**src/rtl/decoder_seq.sv**
```systemverilog
// N-to-2**N registered decoder with a direct-address mode, a divided scan
// sequencer that can be frozen and resumed, and a combinational output enable.
module decoder_seq #(
  parameter int N          = 2,
  parameter int SCAN_DIV   = 1,
  parameter bit ACTIVE_LOW = 1'b0
) (
  input  logic              clk,
  input  logic              rst,
  input  logic              en,
  input  logic [1:0]        mode,
  input  logic              a_valid,
  input  logic [N-1:0]      a,
  output logic              a_ready,
  output logic [2**N-1:0]   d,
  output logic              d_valid,
  output logic              scan_wrap
);
  localparam int M = 2**N;
  localparam logic [7:0] DIV_LAST = 8'(SCAN_DIV - 1);

  typedef enum logic [1:0] {IDLE, DIRECT, SCAN, HOLD} state_t;

  state_t       state_q, state_d;
  logic [N-1:0] idx_q, idx_d;
  logic [7:0]   div_q, div_d;
  logic         vld_q, vld_d;
  logic         wrap_q, wrap_d;
  logic [M-1:0] raw;

  assign a_ready   = (mode == 2'b00) & ~rst;
  assign d_valid   = vld_q;
  assign scan_wrap = wrap_q;

  always_ff @(posedge clk) begin
    if (rst) begin
      state_q <= IDLE;
      idx_q   <= '0;
      div_q   <= '0;
      vld_q   <= 1'b0;
      wrap_q  <= 1'b0;
    end else begin
      state_q <= state_d;
      idx_q   <= idx_d;
      div_q   <= div_d;
      vld_q   <= vld_d;
      wrap_q  <= wrap_d;
    end
  end

  always_comb begin
    state_d = state_q;
    idx_d   = idx_q;
    div_d   = div_q;
    vld_d   = vld_q;
    wrap_d  = 1'b0;
    case (mode)
      2'b00: begin
        if (a_valid) begin
          state_d = DIRECT;
          idx_d   = a;
          div_d   = '0;
          vld_d   = 1'b1;
        end else if (state_q == SCAN || state_q == HOLD) begin
          state_d = vld_q ? DIRECT : IDLE;
        end
      end
      2'b01: begin
        state_d = SCAN;
        // A hold that interrupted a live line resumes; anything else starts over.
        if (state_q == SCAN || (state_q == HOLD && vld_q)) begin
          if (div_q == DIV_LAST) begin
            div_d  = '0;
            idx_d  = idx_q + 1'b1;
            wrap_d = (idx_q == '1);
          end else begin
            div_d = div_q + 8'd1;
          end
        end else begin
          idx_d = '0;
          div_d = '0;
          vld_d = 1'b1;
        end
      end
      2'b10: state_d = HOLD;
      default: begin
        state_d = IDLE;
        idx_d   = '0;
        div_d   = '0;
        vld_d   = 1'b0;
      end
    endcase
  end

  always_comb begin
    raw = '0;
    if (vld_q) raw[idx_q] = 1'b1;
    if (!en)             d = ACTIVE_LOW ? '1 : '0;
    else if (ACTIVE_LOW) d = ~raw;
    else                 d = raw;
  end

endmodule
```
**config.mk**
```make
export PLATFORM = sky130hd
export DESIGN_NAME = decoder_seq
export DESIGN_NICKNAME = d
export VERILOG_FILES = /design/src/rtl/decoder_seq.sv
export SDC_FILE = /design/constraint.sdc
export NUM_CORES = 1
export LEC_CHECK = 0
export CORE_MARGIN = 1.5
export CORE_UTILIZATION = 35
export DETAILED_ROUTE_END_ITERATION = 6
export SLEW_MARGIN = 20
export SYNTH_ARGS = -nofsm -noshare
export SYNTH_HDL_FRONTEND = slang
export SYNTH_SLANG_ARGS = --single-unit
```
**constraint.sdc**
```tcl
create_clock -name clk -period 1.94 [get_ports clk]
set_input_delay 0.388 -clock clk [delete_from_list [all_inputs] [get_ports clk]]
set_output_delay 0.388 -clock clk [all_outputs]
set_load 0.05 [all_outputs]
```
; ---- Word-level counts from Yosys, hierarchy flattened
; Index checks and enable logic that the tools add are counted.
[totals]
regBits = 14
latch_bits = 0
ramBits = 0
romBits = 0
word_cells = 53
n_memories = 0
[classes]
add_sub_neg = 2
mul = 0
div = 0
magnitude_cmp = 2
n_eq_ne = 9
shift = 0
muxes = 19
bitwise_logic = 6
n_reduce_logical = 10
[ops]
columns = cell, n
row1 = $mux 8, 3
row2 = $pmux 8 s3, 1
row3 = $pmux 2 s3, 2
row4 = $mux 2, 5
row5 = $add 8x1->8 const B, 1
row6 = $eq 2x2->1 const B, 4
row7 = $logic_not 8->1, 1
row8 = $mux 4, 2
row9 = $reduce_and 3->1, 2
row10 = $not 1->1, 5
row11 = $mux 1, 4
row12 = $ne 2x2->1 const B, 2
row13 = $reduce_or 4->1, 1
row14 = $lt 2x3->1 const B, 1
row15 = $ne 3x2->1 const B, 1
row16 = $ne 3x3->1 const B, 1
row17 = $pmux 1 s3, 1
row18 = $add 2x1->2 const B, 1
row19 = $demux 1 s2, 1
row20 = $eq 2x1->1 const B, 1
row21 = $ge 2x1->1 const B, 1
row22 = $logic_and 1x1->1, 2
row23 = $logic_not 2->1, 1
row24 = $logic_or 1x1->1, 2
row25 = other kinds (2), 2

; ---- Logic depth before layout (Yosys ltp)
; Gate-level depths: netlist (run 1).
[depth]
ltp_word = 6
ltp_mapped = 7
depth_no_buf = 6

; ---- Worst setup path before layout (run 1)
; No wires, ideal clock.
[synth_path]
path_kind = input port to output port
startpoint = in mode[1]
endpoint = out a_ready
t_arrival_ps = 1424
slack_ps = 128
path_stages = 3
path_buffers = 0
cell_sequence = inv_1 -> ha_1 -> nor2b_1
[synth_via]
elab_chain_len = 2
[synth_lines]
columns = element, line
row1 = from (decl), 11  ; input logic [1:0] mode,
row2 = $logic_not 2->1, 31  ; assign a_ready = (mode == 2'b00) & ~rst;
row3 = $and 1x1->1, 31
row4 = to (decl), 14  ; output logic a_ready,
; Every way passes these cells.

; ---- Worst setup path in the final report (run 1)
; Same ends and word-level chain as after synthesis.

==> metrics.md, run 1 <==
| Metric | Value |
|---|---|
| Synth Instances | 93 |
| Adder-Cell Fraction of Synth Area | a little over an eighth |
| Yosys cell types | 31 |
| WL final | ~1800 microns |
| Sequential Power Share | between 40 and 50% |
| Final min period | 1.834 ns |
| R2R Path End | div_q[5]$_SDFFE_PP0P_ |
| Die width | 51.98 microns |
| Initial Util | 37.59% |
| Final setup violation count | 0 |
| CTS sink count | 14 |
| Clock skew | 0.002433 ns |
| Area of the mapped netlist | 839.6 sq um |
| ANT nets after route | 0 |
| Number of synthesized flops with an enable pin | 0 |
| Via count | 740 |
| CP endpoint kind | output port |
| Sw Ratio | 26.51% |
| Synth Area in Compound Gates | 10.43% |
| Layout cell share with drive strength beyond 1 | approximately 28% |
| Largest net degree at the start of global routing | 9 |
| Seq cells post-synth | 14 |
| Final non-filler cell total | approximately 150 |
| Syn Nets | 110 |
| TritonCTS clock tree | built |
| Power per cell area | 548.6 mW/mm^2 |
| Diode count | 0 |
| Main combinational cell family by area after synthesis | simple AND/OR/NAND/NOR gates |
| Die ar. | 0.002701 sq mm |
| Avg Synthesized Cell Area | ~9 sq um |
| Design area | around 0.0012 sq mm |
| Fin crit share | 94.54% |
| 1st-pass router iterations | 4 |
| Die Y | ~52 microns |
| Nets | about 140 |
| First-pass GRT wire length | about 3000 microns |
| Slew Viols, Final | 0 |
| R2r setup slk | between 0.2 and 0.25 ns |
| Fmax | approximately 550 MHz |
| Clock Root Buffer | clkbuf_4 |
| Area grow syn2layout | 42.03% |
| Hpwl dp | 1321 microns |
| Warnings from Yosys | 0 |
| Cell accounting for the most synthesized area | dfxtp_1 |
| Worst slew margin | 67.20% |
| Crit path max fanout | 6 |
| Fraction of registers with async set/reset | 0% |
| CTS Buf Count | 3 |
| Arr. time, crit path | 1.45 ns |
| Status | finished clean |
| RSZ-0062 raised after global routing | no |
| Num rows | 17 |
| Xor/xnor cell area share of the yosys netlist | 7.303% |
| Sequential area share after synthesis | 33.38% |
| RR Startpoint | div_q[0]$_SDFFE_PP0P_ |
| DRC Markers | 0 |
| Most used DFF post-synth | dfxtp_1 |
| Mux share of post-synthesis cell area | 2.385% |
| Placed Area | approximately 0.0011 sq mm |
| Drt wl/cell | ~12 microns |
| DP Cell Count | about 150 |
| Top Ports | 15 |
| Routability congestion estimate | 0.8484 |
| Crit path from | mode[1] |
| Clk slew on worst S/H paths | 0.09 ns |
| Crit Path Class | input port to output port |
| Min-delay worst type | flip-flop to flip-flop |
| Iteration-0 DRC Markers | 5 |
| Startpoint types | input port |
| Leak | about 0.48 nW |
| Synth top area cells | dfxtp_1 (33%), ha_1 (13%), xnor2_1 (7.3%), nor2_1 (4.0%), nor3_1 (3.6%) |
| Reg2Reg Depth | 6 |
| Hold Path Depth | 2 |
| Core Area | approximately 0.0022 sq mm |
| Postcts setup bufs | 0 |
| Clock Latency Late Sink | around 0.28 ns |
| Pint | 0.0004807 W |
| Final Hold Fails | 0 |
| Post-Synth Simple-Gate Area | 28.02% |
| Worst Path Required | around 1.6 ns |
| Critical path endpoint | a_ready |
| Grt ovf | 0 |
| P_sw | 0.0001734 W |
| Initial antenna violation count | 0 |
| Worst-Margin Slew | a little under 0.5 ns |
| Clock Power Share | roughly 33% |
| Vias in the first global route | about 720 |
| Maximum VDD drop | about 380 uV |
| Tot GR Track Use | between 10% and 20% |
| Max Cap Viol | 0 |
| Clk buf depth | 2 |
| Synth top area share | between 30% and 40% |
| H-Tree Depth | 1 |
| Cts hold-fix bufs | 0 |
| Number of vias per cell | approximately 5 |
| Port Buffers | 14 |
| Gate power share | between 20% and 30% |
## final cells by class
| cell class | count | area, sq um |
|---|---|---|
| Fill cell | 211 | 1041 |
| Multi-Input combinational cell | 71 | 541.8 |
| Sequential cell | 14 | 280.3 |
| Timing Repair Buffer | 26 | 276.5 |
| Clock buffer | 4 | 36.28 |
| Tap cell | 28 | 35.03 |
| Inverter | 6 | 22.52 |
## timing repair
item / CTS / global route
hold endpoints to repair: 0 / 0
cloned: 0 / 0
gates resized for setup: 2 / 5
endpoints found under the setup margin: 1 / 12
## power groups by stage
stage / registers, W / logic, W / clock network [W]
2_1_floorplan: 0.000317 / 0.0000668 / 0
3_3_place_gp: 0.000314 / 0.000131 / 0
3_5_place_dp: 0.000314 / 0.000133 / 0
4_1_cts: 0.000307 / 0.000133 / 0.000224
5_1_grt: 0.000309 / 0.000148 / 0.000236
6_report: 0.000307 / 0.000134 / 0.000214
## synthesized netlist by cell type, drive strengths merged (2+ instances only)
cell,instances
nor3b,2
buf,2
inv,6
ha,9
nor2,10
xnor2,7
and3,4
nor4,2
dfxtp,14
nor2b,3
a21oi,4
nand2,7
mux2i,2
o21ai,2
a21o,2
nor3,6
## stage by stage
stage                     setup TNS, ns  setup WS, ns  utilization (%)  hold WS (ns)   power, W
after floorplan                       0        0.1281                -        0.4559  0.0003841
after global placement          -0.7316       -0.1551            51.04        0.4890  0.0004447
after detailed placement         -1.292       -0.2001            51.04        0.4943  0.0004469
after CTS                             0       0.01305            52.38        0.5176  0.0006637
after global routing                  0      0.001894            53.39        0.5429  0.0006928
final                                 0        0.1059            53.39        0.5151  0.0006541
## placed cells by master (no fill, tap or decap), types with 2 or more instances in the layout
cell | netlist | final
mux2i_1 | 2 | 2
nor4_2 | 0 | 2
buf_12 | 0 | 5
nor3b_1 | 2 | 2
buf_4 | 0 | 13
nor3_1 | 6 | 6
inv_1 | 6 | 6
a21oi_1 | 3 | 3
and3_1 | 4 | 4
o21ai_0 | 2 | 2
clkbuf_4 | 0 | 3
nor2_1 | 9 | 9
clkdlybuf4s50_1 | 0 | 7
nand2_1 | 7 | 7
xnor2_1 | 7 | 7
ha_1 | 9 | 8
dfxtp_1 | 14 | 14
## sequential cells by signal, summed over array words and instances, names as in the netlist
| name | cells |
|---|---|
| scan_wrap | 1 |
| div_q | 8 |
| state_q | 2 |
| d_valid | 1 |
| idx_q | 2 |
## worst min path at each step
| stage | slack (ns) | to | start |
|---|---|---|---|
| floorplan | 0.46 | idx_q[0]$_SDFFE_PP0P_ | rst |
| global placement | 0.49 | state_q[0]$_SDFFE_PP0P_ | state_q[0]$_SDFFE_PP0P_ |
| detailed placement | 0.49 | state_q[0]$_SDFFE_PP0P_ | state_q[0]$_SDFFE_PP0P_ |
| CTS | 0.52 | state_q[0]$_SDFFE_PP0P_ | state_q[0]$_SDFFE_PP0P_ |
| global route | 0.54 | div_q[7]$_SDFFE_PP0P_ | div_q[7]$_SDFFE_PP0P_ |
| finish | 0.52 | state_q[0]$_SDFFE_PP0P_ | state_q[0]$_SDFFE_PP0P_ |
## cells by family (layout without fill, tap and decap cells)
family / count (synthesis) / after routing
multiplexers: 2 / 2
XOR/XNOR: 7 / 7
AND/OR/NAND/NOR: 42 / 42
AO/OA/AOI/OAI: 11 / 11
buffers and inverters: 8 / 36
flip-flops: 14 / 14
adder cells (fa/ha/maj): 9 / 9
## metal layers
metal / share of wire [%] / track usage, % / wire, microns
met3: 5.1 / 5.747 / 89
met2: 51 / 26.37 / 892
met4: 0 / 2.193 / 0
met1: 44 / 17.96 / 771
met5: 0 / 0 / 0
## critical path: stages
cell and delay, ns:
clkdlybuf4s50_1 0.42, inv_1 0.08, ha_2 0.24, nor2b_4 0.18, buf_12 0.14
Note: power is estimated with default switching activity, not from simulation.
==> run 2, diff against run 1 <==
- CORE_UTILIZATION: 35 -> 50
- PLACE_DENSITY: default -> 0.76
==> run 2 against run 1 <==
Critical path type is now flip-flop to output port. Global-route usage increased by 6.7 points. Fmax rose by 3.8%. Flip-flop and latch count stayed put. Core utilization rose by 22 points. Count of clock-buffer cells in the layout did not move. Via count fell by 0.14%. Clock skew increased by 0.0094 ns. Register-to-register slack worse by 0.02 ns. Total power hardly changed. Setup slack improved by 0.068 ns. Highest routed layer is now met4.
==> metrics.md, run 2 (synthesized netlist as in run 1, its figures left out) <==
| Metric | Value |
|---|---|
| DP Cell Count | 131 |
| Initial Util | about 54% |
| CTS Buf Count | 3 |
| R2R Path End | div_q[5]$_SDFFE_PP0P_ |
| Worst-path cell chain | inv_1 > ha_1 > and3_1 > buf_12 |
| WL final | 1845 microns |
| Diode count | 0 |
| RR Startpoint | div_q[0]$_SDFFE_PP0P_ |
| CP endpoint kind | output port |
| First-pass GRT wire length | between 3000 and 4000 microns |
| WL met3 | about 61 microns |
| Maximum VDD drop | about 550 uV |
| Biggest regs | div_q: 8 flops, idx_q: 2 flops, state_q: 2 flops |
| Clock Root Buffer | clkbuf_4 |
| Hpwl dp | around 1400 microns |
| ANT nets after route | 0 |
| Wire length on met2 | 948 microns |
| Layout cell share with drive strength beyond 1 | approximately 27% |
| Fmax | between 500 and 600 MHz |
| Most frequent cells in the layout | dfxtp_1 (14), buf_4 (10), nor2_1 (9) |
| Drt wl/cell | between 10 and 15 microns |
| Core Area | around 0.0015 sq mm |
| Status | finished clean |
| Top Ports | 15 |
| Iteration-0 DRC Markers | 12 |
| Final WS setup | approximately 0.17 ns |
| Vias in the first global route | 712 |
| Die ar. | around 0.0019 sq mm |
| Worst slack at placement | -0.2988 ns |
| Final min period | 1.766 ns |
| H-Tree Depth | 1 |
| Clk slew on worst S/H paths | approximately 0.090 ns |
| Crit path max fanout | 5 |
| Max Cap Viol | 0 |
| Leak | around 0.48 nW |
| Arr. time, crit path | around 1.4 ns |
| Largest reg by FF count | div_q |
| Max Used Layer | met4 |
| TritonCTS clock tree | built |
| Crit Path Class | flip-flop to output port |
| Postcts setup bufs | 0 |
| Final non-filler cell total | between 100 and 150 |
| Wire length on met1 | between 800 and 900 microns |
| Routability congestion estimate | just over 0.8 |
| Fin crit share | approximately 91% |
| Min-delay worst type | flip-flop to flip-flop |
| CP Buf/Inv Count | 2 |
| Die Y | 43.98 microns |
| Tot GR Track Use | about 22% |
| DRC Markers | 0 |
| Slew Viols, Final | 0 |
| Clock Latency Late Sink | 0.28 ns |
| Worst slew margin | between 60% and 70% |
| Commonest non-fill, non-tap cell in the layout | dfxtp_1 |
| R2r setup slk | approximately 0.22 ns |
| Clock skew | roughly 0.012 ns |
| Delay-heaviest family, CP | flip-flops |
| Critical path endpoint | d[2] |
| Via count | about 740 |
| Worst Path Required | around 1.6 ns |
| Final Hold Fails | 0 |
| Grt ovf | 0 |
| RSZ-0062 raised after global routing | no |
| Nets | between 100 and 150 |
| Slowest CP cell | dfxtp_1 |
| 1st-pass router iterations | 4 |
| Worst-Margin Slew | between 0.4 and 0.5 ns |
| Power per cell area | 562.1 mW/mm^2 |
| Port Buffers | 14 |
| Number of vias per cell | about 5.5 |
| Clk buf depth | 2 |
| Die width | approximately 44 microns |
| Crit path from | idx_q[0]$_SDFFE_PP0P_ |
| Area grow syn2layout | 38.60% |
| WP depth | 4 |
| Slowest Stage Delay on Critical Path | about 0.45 ns |
| Initial antenna violation count | 0 |
| Num rows | 14 |
| Startpoint types | flip-flop |
| Reg2Reg Depth | 6 |
| Cts hold-fix bufs | 0 |
| Final setup violation count | 0 |
| CTS sink count | 14 |
| Max reg flops | 8 |
| Largest net degree at the start of global routing | 9 |
==> run 2: changes by cell type in the layout (fill, tap and decap cells not counted) <==
cell / change
buf_4: -3
inv_1: -2
inv_2: +2
buf_12: +1
clkdlybuf4s50_1: -1
dlymetal6s2s_1: +1
nor2b_1: +1
nor2b_4: -1
nor4_1: +1
nor4_2: -1
==> run 2: what timing repair did <==
item | in CTS | in global routing
resized for setup | 4 | 3
setup endpoints to repair | 2 | 2
pin swaps | 0 | 0
==> run 2: worst min-delay path by stage <==
stage                                  from                 endpoint  cells after the start
floorplan                               rst    idx_q[0]$_SDFFE_PP0P_                      1
global placement    state_q[0]$_SDFFE_PP0P_  state_q[0]$_SDFFE_PP0P_                      2
detailed placement    div_q[1]$_SDFFE_PP0P_    div_q[1]$_SDFFE_PP0P_                      2
CTS                   div_q[1]$_SDFFE_PP0P_    div_q[1]$_SDFFE_PP0P_                      2
global route          div_q[1]$_SDFFE_PP0P_    div_q[1]$_SDFFE_PP0P_                      2
finish                div_q[1]$_SDFFE_PP0P_    div_q[1]$_SDFFE_PP0P_                      2
==> run 2: layer usage <==
metal	global-route usage, %	up-vias
li1	-	370
met1	28.50	347
met2	37.35	20
met3	3.750	2
met4	5.455	0
met5	0	-
==> run 2: power breakdown <==
| part | internal [W] | switching, W | total [W] |
|---|---|---|---|
| Clock | 0.000114 | 0.0000986 | 0.000213 |
| Sequential | 0.000297 | 0.0000119 | 0.000309 |
| Combinational | 0.0000676 | 0.0000649 | 0.000133 |
==> run 2: metrics by stage <==
step                      hold WS (ns)  total power (W)  area, sq um  setup TNS (ns)  util (%)
final                           0.5234        0.0006541         1164               0     75.49
after global placement          0.4883        0.0004407         1115         -0.9098     72.32
after floorplan                 0.4559        0.0003841        839.6               0         -
after CTS                       0.5254        0.0006582         1155      -0.0007355     74.92
after detailed placement        0.5126        0.0004464         1115          -1.305     72.32
after global routing            0.5330        0.0006864         1164               0     75.49
==> run 2: tightest hold or removal path: stages, from the launching register on <==
cell and delay [ns]:
dfxtp_1 0.34, o21ai_0 0.07, a21oi_1 0.06
==> run 2: cell type report <==
| type | instances | area [sq um] |
|---|---|---|
| inverters | 6 | 22.52 |
| multi-input cells | 71 | 528.0 |
| fillers | 97 | 377.9 |
| well taps | 16 | 20.02 |
| flip-flops and latches | 14 | 280.3 |
| clock buffers | 4 | 36.28 |
| repair buffers | 24 | 276.5 |
==> run 3, diff against run 2 <==
- ABC_AREA: default -> 1
- CORE_UTILIZATION: 50 -> 51
- PLACE_DENSITY: 0.76 -> 0.77
==> run 3 against run 2 <==
Fmax is 5.9% lower. Synthesized area is 10% higher. Flip-flop and latch count stayed put. Cell area is 1.4% higher. Critical endpoint is now a_ready. Largest power group unchanged.
==> metrics.md, run 3 <==
| Metric | Value |
|---|---|
| Status | finished clean |
| Number of vias per cell | between 4 and 5 |
| Synth Instances | 130 |
| R2R Path End | idx_q[1]$_SDFFE_PP0P_ |
| Largest reg by FF count | div_q |
| Port Buffers | 14 |
| Fmax | between 500 and 600 MHz |
| RR Startpoint | idx_q[0]$_SDFFE_PP0P_ |
| Final min period | approximately 1.9 ns |
| Avg Synthesized Cell Area | around 7.1 sq um |
| Synth top area share | between 30% and 40% |
| Gate power share | 22.8% |
| Biggest regs | div_q: 8 flops, idx_q: 2 flops, state_q: 2 flops |
| Seq cells post-synth | 14 |
| R2r setup slk | just under 0.7 ns |
| Commonest non-fill, non-tap cell in the layout | nand2_1 |
| Clock Power Share | a little over a quarter |
| Initial antenna violation count | 0 |
| Area grow syn2layout | 27.43% |
| Min-delay worst type | flip-flop to flip-flop |
| Layout cell share with drive strength beyond 1 | 23.65% |
| Num rows | 15 |
| Reg2Reg Depth | 8 |
| Grt ovf | 0 |
| Clk slew on worst S/H paths | 0.08 ns |
| Pint | around 0.00043 W |
| Critical Path Most Common Cell | inv_1 |
| Iteration-0 DRC Markers | 12 |
| Most frequent cells in the layout | nand2_1 (25), inv_1 (21), dfxtp_1 (14) |
| Die width | about 46 microns |
| Startpoint types | input port |
| RSZ-0062 raised after global routing | no |
| Worst slew margin | between 60 and 70% |
| Clock Latency Late Sink | roughly 0.28 ns |
| Area of the multi-input gates | between 500 and 600 sq um |
| Yosys cell types | 24 |
| Clk buf depth | 2 |
| Drt wl/cell | roughly 10 microns |
| Post-Synth Simple-Gate Area | 37.16% |
| Hpwl dp | 1303 microns |
| Tot GR Track Use | 18.82% |
| Top cells by count, synth | nand2_1 (25), inv_1 (21), dfxtp_1 (14), nor2_1 (14), ha_1 (9) |
| Vias in the first global route | just over 700 |
| Top Ports | 15 |
| Largest net degree at the start of global routing | 10 |
| Worst-path cell chain | clkdlybuf4s50_1 > inv_1 > ha_2 > inv_1 > nor2_2 > buf_12 |
| Clock Root Buffer | clkbuf_4 |
| H-Tree Depth | 1 |
| Slowest Stage Delay on Critical Path | 0.43 ns |
| Hold Path Depth | 2 |
| CTS Buf Count | 3 |
| Die Y | between 40 and 50 microns |
| Syn Nets | about 150 |
| Via count | about 800 |
| Slowest CP cell | clkdlybuf4s50_1 |
| TritonCTS clock tree | built |
| Maximum VDD drop | 487.9 uV |
| Synth top area cells | dfxtp_1 (30%), ha_1 (12%), nand2_1 (10%), inv_1 (8.5%), nor2_1 (5.7%) |
| Adder-Cell Fraction of Synth Area | between 10% and 20% |
| Slew Viols, Final | 0 |
| Power per cell area | 516.0 mW/mm^2 |
| Mux share of post-synthesis cell area | 0% |
| ANT nets after route | 0 |
| Sequential area share after synthesis | between 30% and 40% |
| Fraction of registers with async set/reset | 0% |
| Cts hold-fix bufs | 0 |
| Fin crit share | roughly 97% |
| First-pass GRT wire length | around 2700 microns |
| Warnings from Yosys | 0 |
| DRC Markers | 0 |
| Cell accounting for the most synthesized area | dfxtp_1 |
| Top-count cell post-synth | nand2_1 |
| Post-CTS Resized | 0 |
| Max Cap Viol | 0 |
| Final Hold Fails | 0 |
| Worst-Margin Slew | 0.4951 ns |
| Area of the mapped netlist | 925.9 sq um |
| Clock skew | approximately 0.0048 ns |
| Core Area | between 0.0015 and 0.002 sq mm |
| 1st-pass router iterations | 5 |
| Hold Path Origin | div_q[0]$_SDFFE_PP0P_ |
| Postcts setup bufs | 0 |
| Die ar. | between 0.002 and 0.0025 sq mm |
| Main combinational cell family by area after synthesis | simple AND/OR/NAND/NOR gates |
| Sw Ratio | between 20 and 30% |
| Final WS setup | 0.06281 ns |
| Diode count | 0 |
| WL final | about 1700 microns |
| Number of synthesized flops with an enable pin | 0 |
| Sequential Power Share | 50.4% |
| Post-route setup TNS | 0 ns |
| Leak | around 0.54 nW |
| Routability congestion estimate | about 0.79 |
| CP endpoint kind | output port |
| Hold endpoint | div_q[0]$_SDFFE_PP0P_ |
| CTS sink count | 14 |
| Worst Path Required | 1.55 ns |
| Most used DFF post-synth | dfxtp_1 |
| Reg area | about 280 sq um |
| Synth Area in Compound Gates | under 10% |
| Xor/xnor cell area share of the yosys netlist | 1.892% |
| P_sw | 0.0001818 W |
| Nets | around 170 |
| Arr. time, crit path | approximately 1.5 ns |
| Crit Path Class | input port to output port |
| Worst slack at placement | -0.0001665 ns |
| Crit path max fanout | 4 |
| Number of fill cells | approximately 140 |
| Initial Util | roughly 54% |
| Max reg flops | 8 |
| Final setup violation count | 0 |
==> run 3: worst max-delay path by stage <==
| stage | startpoint | end | slack (ns) | cells past startpoint |
|---|---|---|---|---|
| 2_1_floorplan | d_valid$_SDFFE_PP0P_ | d[0] | 0.007 | 2 |
| 3_3_place_gp | mode[0] | div_q[6]$_SDFFE_PP0P_ | 0.06 | 9 |
| 3_5_place_dp | mode[0] | div_q[6]$_SDFFE_PP0P_ | -0.0002 | 9 |
| 4_1_cts | mode[1] | a_ready | 0.00003 | 6 |
| 5_1_grt | mode[1] | a_ready | 0.007 | 6 |
| 6_report | mode[1] | a_ready | 0.06 | 6 |
==> run 3: critical path, delay by kind of cell <==
kind / cells / cell delay, ns
adder cells (fa/ha/maj): 1 / 0.22
buffers and inverters: 4 / 0.76
AND/OR/NAND/NOR: 1 / 0.12
==> run 3: cell type report <==
type / count / area share (%)
inverters: 27 / 9.120
well taps: 25 / 2.651
repair buffers: 15 / 16.54
multi-input cells: 89 / 46.02
flip-flops and latches: 14 / 23.75
clock buffers: 3 / 1.909
==> run 3: cells by family (layout without fill, tap and decap cells) <==
| logic type | count (synthesis) | count (layout) |
|---|---|---|
| compound gates | 12 | 12 |
| xor+xnor | 2 | 2 |
| fa+ha+maj | 9 | 9 |
| buf+inv | 27 | 45 |
| flops | 14 | 14 |
| simple gates | 66 | 66 |
==> run 3: per-stage QoR <==
stage	hold slack (ns)	cell area [sq um]	instances	total power [W]	utilization, %
CTS	0.5086	1175	173	0.0006187	68.79
global route	0.5296	1180	173	0.0006442	69.08
floorplan	0.4665	925.9	130	0.0004044	-
detailed placement	0.4964	1152	170	0.0004511	67.47
global placement	0.4884	1152	170	0.0004498	67.47
finish	0.5033	1180	173	0.0006088	69.08
==> run 3: routing by layer <==
metal | vias up | track usage (%) | wire length [microns]
li1 | 430 | - | -
met1 | 343 | 20.24 | 711
met2 | 20 | 32.68 | 853
met3 | 5 | 3.968 | 73
met4 | 0 | 12.35 | 46
met5 | - | 0 | 0
==> run 3: power by group through the flow <==
stage	Sequential, W	Combinational (W)	Clock (W)
global placement	0.000313	0.000137	0
CTS	0.000307	0.000138	0.000174
global route	0.000309	0.000155	0.000181
detailed placement	0.000314	0.000137	0
finish	0.000307	0.000139	0.000163
floorplan	0.000318	0.0000866	0
